## config.mk

```make
export PLATFORM = sky130hd
export DESIGN_NAME = rx_pkt_framer
export DESIGN_NICKNAME = d
export VERILOG_FILES = /design/src/rtl/rx_pkt_framer.sv
export SDC_FILE = /design/constraint.sdc
export NUM_CORES = 2
export LEC_CHECK = 0
export BUFFER_PORTS_ARGS = -buffer_cell sky130_fd_sc_hd__buf_4
export CAP_MARGIN = 25
export CORE_ASPECT_RATIO = 0.6
export CORE_UTILIZATION = 45
export CTS_CLUSTER_SIZE = 40
export DETAILED_ROUTE_END_ITERATION = 7
export PLACE_DENSITY = 0.61
export SYNTH_ARGS = -nofsm -noshare
export SYNTH_HDL_FRONTEND = slang
export SYNTH_SLANG_ARGS = --single-unit
```

## constraint.sdc

```tcl
create_clock -name clk -period 7.4 [get_ports clk]
set_input_delay 1.11 -clock clk [delete_from_list [all_inputs] [get_ports clk]]
set_output_delay 1.11 -clock clk [all_outputs]
set_load 0.005 [all_outputs]
```

## src/rtl/rx_pkt_framer.sv

```systemverilog
// Store-and-forward packet framer: writes fixed-length packets into a FIFO,
// commits only whole packets, and streams committed bytes out on AXI-Stream.
module rx_pkt_framer #(
   parameter int pPKT_LEN = 188,
   parameter int pFIFO_AW = 9
) (
   input  logic        clk,
   input  logic        rst,
   input  logic [7:0]  idat,
   input  logic        ival,
   input  logic        isop,
   output logic [7:0]  m_axis_tdata,
   output logic        m_axis_tvalid,
   input  logic        m_axis_tready,
   output logic        m_axis_tlast,
   output logic        m_axis_tuser,
   output logic [15:0] pkt_cnt,
   output logic [15:0] drop_cnt
);

   localparam int PW      = pFIFO_AW + 1;
   localparam int DEPTH_N = 1 << pFIFO_AW;
   localparam int CW      = $clog2(pPKT_LEN);
   localparam logic [PW-1:0] DEPTH = {1'b1, {pFIFO_AW{1'b0}}};
   localparam logic [CW-1:0] LAST  = CW'(pPKT_LEN - 1);

   typedef enum logic [1:0] {IDLE, FILL, DROP} state_t;

   state_t                r_state, w_state_nx;
   logic [7:0]            r_mem [0:DEPTH_N-1];
   logic [PW-1:0]         r_wptr, r_cptr, r_rptr, r_fptr;
   logic [PW-1:0]         w_wptr_nx, w_cptr_nx;
   logic [CW-1:0]         r_wcnt, w_wcnt_nx, r_rcnt;
   logic [pFIFO_AW-1:0]   w_waddr;
   logic                  w_we, w_pkt_inc, w_drop_inc, w_full, w_start;
   logic [15:0]           r_pkt_cnt, r_drop_cnt;

   // read pipeline: stage A holds the RAM read, stage O drives the AXI outputs
   logic [7:0]            r_a_data, r_o_data;
   logic                  r_a_vld, r_a_user, r_a_last;
   logic                  r_o_vld, r_o_user, r_o_last;
   logic                  w_o_rdy, w_a_rdy, w_fetch, w_hs;

   // rptr advances only on handshake, so bytes in flight still count as occupied
   assign w_full  = (r_wptr - r_rptr) == DEPTH;
   assign w_start = ival & isop & ~w_full;

   always_comb begin
      w_state_nx = r_state;
      w_wptr_nx  = r_wptr;
      w_cptr_nx  = r_cptr;
      w_wcnt_nx  = r_wcnt;
      w_we       = 1'b0;
      w_waddr    = r_wptr[pFIFO_AW-1:0];
      w_pkt_inc  = 1'b0;
      w_drop_inc = 1'b0;
      case (r_state)
         IDLE, DROP: begin
            if (w_start) begin
               w_we       = 1'b1;
               w_waddr    = r_cptr[pFIFO_AW-1:0];
               w_wptr_nx  = r_cptr + PW'(1);
               w_wcnt_nx  = CW'(1);
               w_state_nx = FILL;
            end
         end
         FILL: begin
            if (ival) begin
               if (w_full) begin
                  w_wptr_nx  = r_cptr;
                  w_wcnt_nx  = '0;
                  w_drop_inc = 1'b1;
                  w_state_nx = DROP;
               end else if (isop) begin
                  // restart at the commit point; a partial packet is discarded
                  w_drop_inc = (r_wcnt != '0);
                  w_we       = 1'b1;
                  w_waddr    = r_cptr[pFIFO_AW-1:0];
                  w_wptr_nx  = r_cptr + PW'(1);
                  w_wcnt_nx  = CW'(1);
               end else begin
                  w_we      = 1'b1;
                  w_wptr_nx = r_wptr + PW'(1);
                  if (r_wcnt == LAST) begin
                     w_cptr_nx = r_wptr + PW'(1);
                     w_wcnt_nx = '0;
                     w_pkt_inc = 1'b1;
                  end else begin
                     w_wcnt_nx = r_wcnt + CW'(1);
                  end
               end
            end
         end
         default: w_state_nx = IDLE;
      endcase
   end

   always_ff @(posedge clk or posedge rst) begin
      if (rst) begin
         r_state    <= IDLE;
         r_wptr     <= '0;
         r_cptr     <= '0;
         r_wcnt     <= '0;
         r_pkt_cnt  <= '0;
         r_drop_cnt <= '0;
      end else begin
         r_state <= w_state_nx;
         r_wptr  <= w_wptr_nx;
         r_cptr  <= w_cptr_nx;
         r_wcnt  <= w_wcnt_nx;
         if (w_pkt_inc && r_pkt_cnt != 16'hFFFF)
            r_pkt_cnt <= r_pkt_cnt + 16'd1;
         if (w_drop_inc && r_drop_cnt != 16'hFFFF)
            r_drop_cnt <= r_drop_cnt + 16'd1;
      end
   end

   assign w_hs    = r_o_vld & m_axis_tready;
   assign w_o_rdy = ~r_o_vld | m_axis_tready;
   assign w_a_rdy = ~r_a_vld | w_o_rdy;
   assign w_fetch = (r_fptr != r_cptr) & w_a_rdy;

   always_ff @(posedge clk) begin
      if (w_we)
         r_mem[w_waddr] <= idat;
      if (w_fetch)
         r_a_data <= r_mem[r_fptr[pFIFO_AW-1:0]];
   end

   always_ff @(posedge clk or posedge rst) begin
      if (rst) begin
         r_fptr   <= '0;
         r_rptr   <= '0;
         r_rcnt   <= '0;
         r_a_vld  <= 1'b0;
         r_a_user <= 1'b0;
         r_a_last <= 1'b0;
         r_o_vld  <= 1'b0;
         r_o_user <= 1'b0;
         r_o_last <= 1'b0;
         r_o_data <= '0;
      end else begin
         if (w_hs)
            r_rptr <= r_rptr + PW'(1);
         if (w_a_rdy)
            r_a_vld <= w_fetch;
         if (w_fetch) begin
            r_fptr   <= r_fptr + PW'(1);
            r_a_user <= (r_rcnt == '0);
            r_a_last <= (r_rcnt == LAST);
            r_rcnt   <= (r_rcnt == LAST) ? '0 : r_rcnt + CW'(1);
         end
         if (w_o_rdy) begin
            r_o_vld <= r_a_vld;
            if (r_a_vld) begin
               r_o_data <= r_a_data;
               r_o_user <= r_a_user;
               r_o_last <= r_a_last;
            end
         end
      end
   end

   assign m_axis_tdata  = r_o_data;
   assign m_axis_tvalid = r_o_vld;
   assign m_axis_tuser  = r_o_user;
   assign m_axis_tlast  = r_o_last;
   assign pkt_cnt       = r_pkt_cnt;
   assign drop_cnt      = r_drop_cnt;

endmodule

```

Word-level counts from Yosys, hierarchy flattened
Memories as Yosys holds them, arrays and structs flattened. A register that Yosys moved wholly into a read port is not among the register bits.
Cells that the tools add are included.

word-level totals
  register bits = 104
  memory bits (writable) = 4096
  word-level logic and storage cells = 94
  output and inout port bits = 43
  latch bits = 0
  memory bits (read-only) = 0
  memories kept = 1

cells by class
  muxes and demuxes = 36
  shifts and indexed selects = 0
  multiply operators = 0
  bitwise operators = 10
  add/sub/neg operators = 9
  equality and inequality tests = 11
  divide/modulo/power cells = 0
  reduce and logical (&&, ||, !) cells = 11
  magnitude comparators = 0

memories
  name   words  width  rd ports  clocked after Yosys merged registers in  write ports  line  RTL
  r_mem  512    8      1         1                                        1            30    logic [7:0] r_mem [0:DEPTH_N-1];

operator list
  kind                                           count
  2-to-1 mux 8 bit                               6
  adder 10 x 1 -> 10 bit, second input constant  4
  2-to-1 mux 10 bit                              4
  2-to-1 mux 9 bit                               4
  adder 16 x 1 -> 16 bit, second input constant  2
  != test 16 bit, second input constant          2
  case mux 10 bit (2 select lines)               1
  case mux 9 bit (2 select lines)                1
  adder 8 x 1 -> 8 bit, second input constant    2
  == test 8 bit, second input constant           2
  case mux 8 bit (2 select lines)                1
  2-to-1 mux 1 bit                               14
  == test 10 bit, second input constant          1
  != test 10 bit                                 1
  subtractor 10 bit                              1
  zero test 8 bit                                1
  nonzero test 8 bit                             1
  2-to-1 mux 2 bit                               3
  != test 2 bit, second input constant           3
  AND reduction 3 bit                            2
  AND reduction 5 bit                            1
  AND 1 bit                                      4
  NOT 1 bit                                      4
  case mux 2 bit (2 select lines)                1
  9 further kinds                                11

Logic depth before layout (Yosys ltp)
  word-level depth = 8
  mapped depth = 16
  mapped depth without buffers = 11

Worst setup path after synthesis
No wires, ideal clock.

  path type = register -> register
  start = reg r_rptr[5]
  end = mem r_mem[289][0], enable pin
  required time = 7.030 ns
  setup slack = 3.843 ns
  library setup time = 0.370 ns
  arrival = 3.187 ns
  stages on the path, launching flop included = 15
  path through = dfrtp_1 > inv_1 > ha_1 > buf_4 > a21oi_2 > o21ai_0 > a41o_1 > nand3b_1 > and2_1 > buf_2 > a21boi_4 > mux2_4 > or3_1 > buf_2 > nor2_1

between the ends
  word-level cells in the longest chain between the ends = 8

RTL lines
  element                                 line  RTL
  from (decl)                             31    logic [PW-1:0] r_wptr, r_cptr, r_rptr, r_fptr;
  from (signal assigned)                  144   r_rptr <= r_rptr + PW'(1);
  subtractor 10 bit (*)                   45    assign w_full = (r_wptr - r_rptr) == DEPTH;
  == test 10 bit (*)                      45
  NOT 1 bit (no line)                     n/a
  AND 1 bit                               46    assign w_start = ival & isop & ~w_full;
  2-to-1 mux 1 bit                        59    if (w_start) begin
  case mux 1 bit (2 select lines)         57    case (r_state)
  2-to-1 mux 1 bit                        124   if (w_we)
  2-to-1 mux 1 bit (not written as such)  125   r_mem[w_waddr] <= idat;
  to (decl)                               30

Mark *: on every way between the ends. The rest lies on a longest branch, timed or not.

Worst setup path after layout
  start = reg r_wptr[6]
  end = mem r_mem[346][4], enable pin

between the ends
  word-level cells in the longest chain between the ends = 8

RTL lines
  element                                 line  RTL
  from (decl)                             31
  from (signal assigned)                  108   r_wptr <= w_wptr_nx;
  subtractor 10 bit                       45
  == test 10 bit                          45
  NOT 1 bit (no line)                     n/a
  AND 1 bit                               46
  2-to-1 mux 1 bit                        59
  case mux 1 bit (2 select lines)         57
  2-to-1 mux 1 bit                        124
  2-to-1 mux 1 bit (not written as such)  125

Several ways; a longest one is shown, not always the timed one.

==> flow_summary.yaml <==
status:
  status: "complete, no violations"
global_routing:
  grt_max_degree: 148
  gr-total-overflow: 0
  grt_use_total: 0.244
  antenna_found_initial: 29
  grt_pass1_wl_mm: 640
  grt_pass1_vias: 81467
clock_network:
  cts.sink_count: 4208
  cts_tree: "done"
  cts-htree-levels: 5
  clkTransAtPathRegs_ps: 80
  holdBufCountCts: 0
  cts_buffers: 371
  cts_resized: 0
  post-cts-setup-buffer-count: 0
  cts_root_buf: "clkbuf_16"
  cts_buffer_depth: 4
  insertion_delay_ps: 960
placed_design:
  gp_congestion: 0.984
  portBuffers: 55
  placed_area_sq_um: 172000
  dp_hpwl_mm: 282
  place_ws_ps: 1570
route:
  drcViolationCount: 0
  antenna_left: 0
  drtIter0Drc: 12399
  wl_mm: 455
  drt-pass1-iter-count: 7
  viasPerCell: 6.40
  wire_per_inst_um: 34.4
  vias: 84589
sta:
  final.setup_skew_ps: 44.7
  worst_hold_slack_ps: 207
  tns_ps: 0
  period_needed_ps: 6000
  worst_slack_ps: 1400
  slew_viol_final: 0
  setup_viol: 0
  tightest_slew_ps: 1270
  hold_viol: 0
  finalCritPeriodShare: 0.811
  relSlewSlack: 0.147
  fmax_ghz: 0.167
  grt_setup_unrepaired: "no"
die:
  die_w_um: 783
  fp-row-count: 171
  die_y_um: 471
  dieArea_sq_um: 369000
  core_area_sq_um: 363000
  io_pins: 56
  start_util: 0.454
setup_path:
  cp.required_ps: 7970
  start_kind: "flip-flop"
  r2r_setup_slack_ps: 1400
  worst_r2r_startpoint: "r_wptr[6]$_DFFE_PP0P_"
  critPathArrivalTime_ps: 6570
  ff2ff_path_depth: 12
  r2r_end: "r_mem[346][4]$_DFFE_PP_"
  worst-path-max-fanout: 121
  crit_type: "reg2reg"
  end_kind: "flip-flop"
synth:
  synth_fp_nets: 7925
  synth-seq-cells: 4208
  synth-async-reset-ratio: 0.0247
  synth_ff_type: "edfxtp_1"
  syn_inst: 7893
  syn_avg_cell_area_sq_um: 20.9
  yosys_warnings: 0
  synth_edf_count: 4104
  synthDistinctLibCells: 76
  seq_area_frac_synth: 0.764
  syn_area_sq_um: 165000
power:
  vdd_drop_max_mv: 0.337
  seqPwrFrac: 0.412
  power.share.clock: 0.312
  p_int_mw: 45.2
  switching_share: 0.304
  p_leak_nw: 57.0
  combPwrFrac: 0.276
  power_switching_mw: 19.8
  power_density_nw_per_um2: 352
flow_run:
  drv_cap: 0
layout:
  fin_area_sq_um: 185000
  areaGrowthSynthToFinish_pct: 12.0
  drive_gt1_frac: 0.242
  fin_nets: 8113
min_path:
  worstHoldPathType: "in2async"
[cells in the final DEF, fill, tap and decap left out, types with 70 or more instances in the layout]
cell       synthesis  final
nand3_1           84     76
nor2_1           652    648
buf_4             31    238
a21oi_1           72     70
mux4_2          1055   1055
mux2i_1          173    172
a22oi_1          148    148
nand2_1           91     91
nor3_1            90     87
clkinv_2           0     71
dfrtp_1          104     98
edfxtp_1        4104   4104
o21ai_0          121    121
clkbuf_16          0    383
a221oi_1          72     72
[registers in the layout, summed over array words and instances (netlist names), 2 cells and up]
signal / flops
drop_cnt: 16
m_axis_tdata: 8
pkt_cnt: 16
r_a_data: 8
r_cptr: 10
r_fptr: 10
r_mem: 4096
r_rcnt: 8
r_rptr: 10
r_state: 2
r_wcnt: 8
r_wptr: 10
[worst max-delay path, cell delays in order (launching register included)]
cell      delay (ps)
dfrtp_1          870
ha_1             480
nand4_1          160
o21ai_0          120
a41o_1           220
nand3b_1         190
and2_1           270
a21boi_4         240
buf_12           490
mux2_4           460
nand3_4          850
buf_4            570
nor2_1           650
[synth_stat cells (8+ instances only)]
master | n | area (sq um)
inv_1 | 31 | 116
nand4_1 | 32 | 200
or3_1 | 13 | 81.3
mux2_2 | 22 | 248
o22ai_1 | 36 | 225
nor4_1 | 11 | 68.8
a311oi_1 | 18 | 158
a21oi_1 | 72 | 360
and3_1 | 29 | 181
nor3_1 | 90 | 450
xnor2_1 | 56 | 490
buf_4 | 31 | 233
a22o_1 | 65 | 569
o21ai_1 | 8 | 40.0
a31oi_2 | 21 | 263
a22oi_1 | 148 | 1110
buf_1 | 53 | 199
nand2_1 | 91 | 342
and2_1 | 16 | 100
nor2_1 | 652 | 2450
clkbuf_1 | 222 | 833
mux2i_1 | 173 | 1730
edfxtp_1 | 4104 | 123000
nand2b_1 | 26 | 163
xor2_1 | 18 | 158
a221oi_1 | 72 | 631
a31oi_1 | 71 | 444
buf_2 | 185 | 926
a211oi_1 | 19 | 143
ha_1 | 19 | 238
mux4_2 | 1055 | 23800
o211ai_1 | 42 | 315
nor2b_1 | 18 | 113
o21ai_0 | 121 | 606
dfrtp_1 | 104 | 2600
nand3_1 | 84 | 420
[power by group through the flow]
| stage | Clock, mW | Combinational (mW) | Sequential, mW |
|---|---|---|---|
| 2_1_floorplan | 0 | 11.7 | 27.0 |
| 3_3_place_gp | 0 | 17.6 | 27.3 |
| 3_5_place_dp | 0 | 17.7 | 27.3 |
| 4_1_cts | 20.4 | 17.8 | 26.7 |
| 5_1_grt | 21.3 | 18.8 | 26.8 |
| 6_report | 20.2 | 17.9 | 26.8 |
[through the flow]
step                total power [mW]  cells   util
finish                          64.9  13223  0.508
global route                    66.9  13221  0.508
CTS                             64.9  13216  0.508
detailed placement              45.0  12548  0.474
global placement                44.9  12527  0.473
floorplan                       38.6   7893      -
[layout make-up]
type                            instances  area [sq um]
Clock inverter                        232          2690
Tap cell                             4844          6060
Clock buffer                          436          9800
Sequential cell                      4208        126000
Multi-Input combinational cell       3159         37000
Inverter                               32           130
Timing Repair Buffer                  309          3000
Antenna cell                            3          7.51
Fill cell                           28184        179000
[how the worst max path moves through the flow]
stage | depth (start not counted) | end | start | slack, ps
global placement | 12 | r_mem[346][4]$_DFFE_PP_ | r_wptr[6]$_DFFE_PP0P_ | 1530
detailed placement | 12 | r_mem[346][4]$_DFFE_PP_ | r_wptr[6]$_DFFE_PP0P_ | 1570
global route | 12 | r_mem[346][6]$_DFFE_PP_ | r_wptr[6]$_DFFE_PP0P_ | 1220
floorplan | 1 | drop_cnt[0]$_DFFE_PP0P_ | rst | 3560
CTS | 12 | r_mem[346][4]$_DFFE_PP_ | r_wptr[6]$_DFFE_PP0P_ | 1550
finish | 12 | r_mem[346][4]$_DFFE_PP_ | r_wptr[6]$_DFFE_PP0P_ | 1400
[cell families (layout without fill, tap and decap cells)]
family | Yosys count | after routing | share of synthesized area
flops | 4208 | 4208 | 0.764
mux | 1251 | 1251 | 0.156
simple gates | 1090 | 1090 | 0.0292
compound gates | 725 | 725 | 0.0314
buf+inv | 526 | 1009 | 0.0141
xor+xnor | 74 | 74 | 0.00393
fa+ha+maj | 19 | 19 | 0.00144
other cells | 0 | 3 | 0
[routing by layer]
layer,vias up,global-route usage,share of wire
met5,-,0,0.000068
met4,6,0.0472,0.020
met3,561,0.0888,0.14
met2,5594,0.316,0.40
met1,45091,0.392,0.44
li1,33337,-,-
Note: power is estimated with default switching activity, not from simulation.
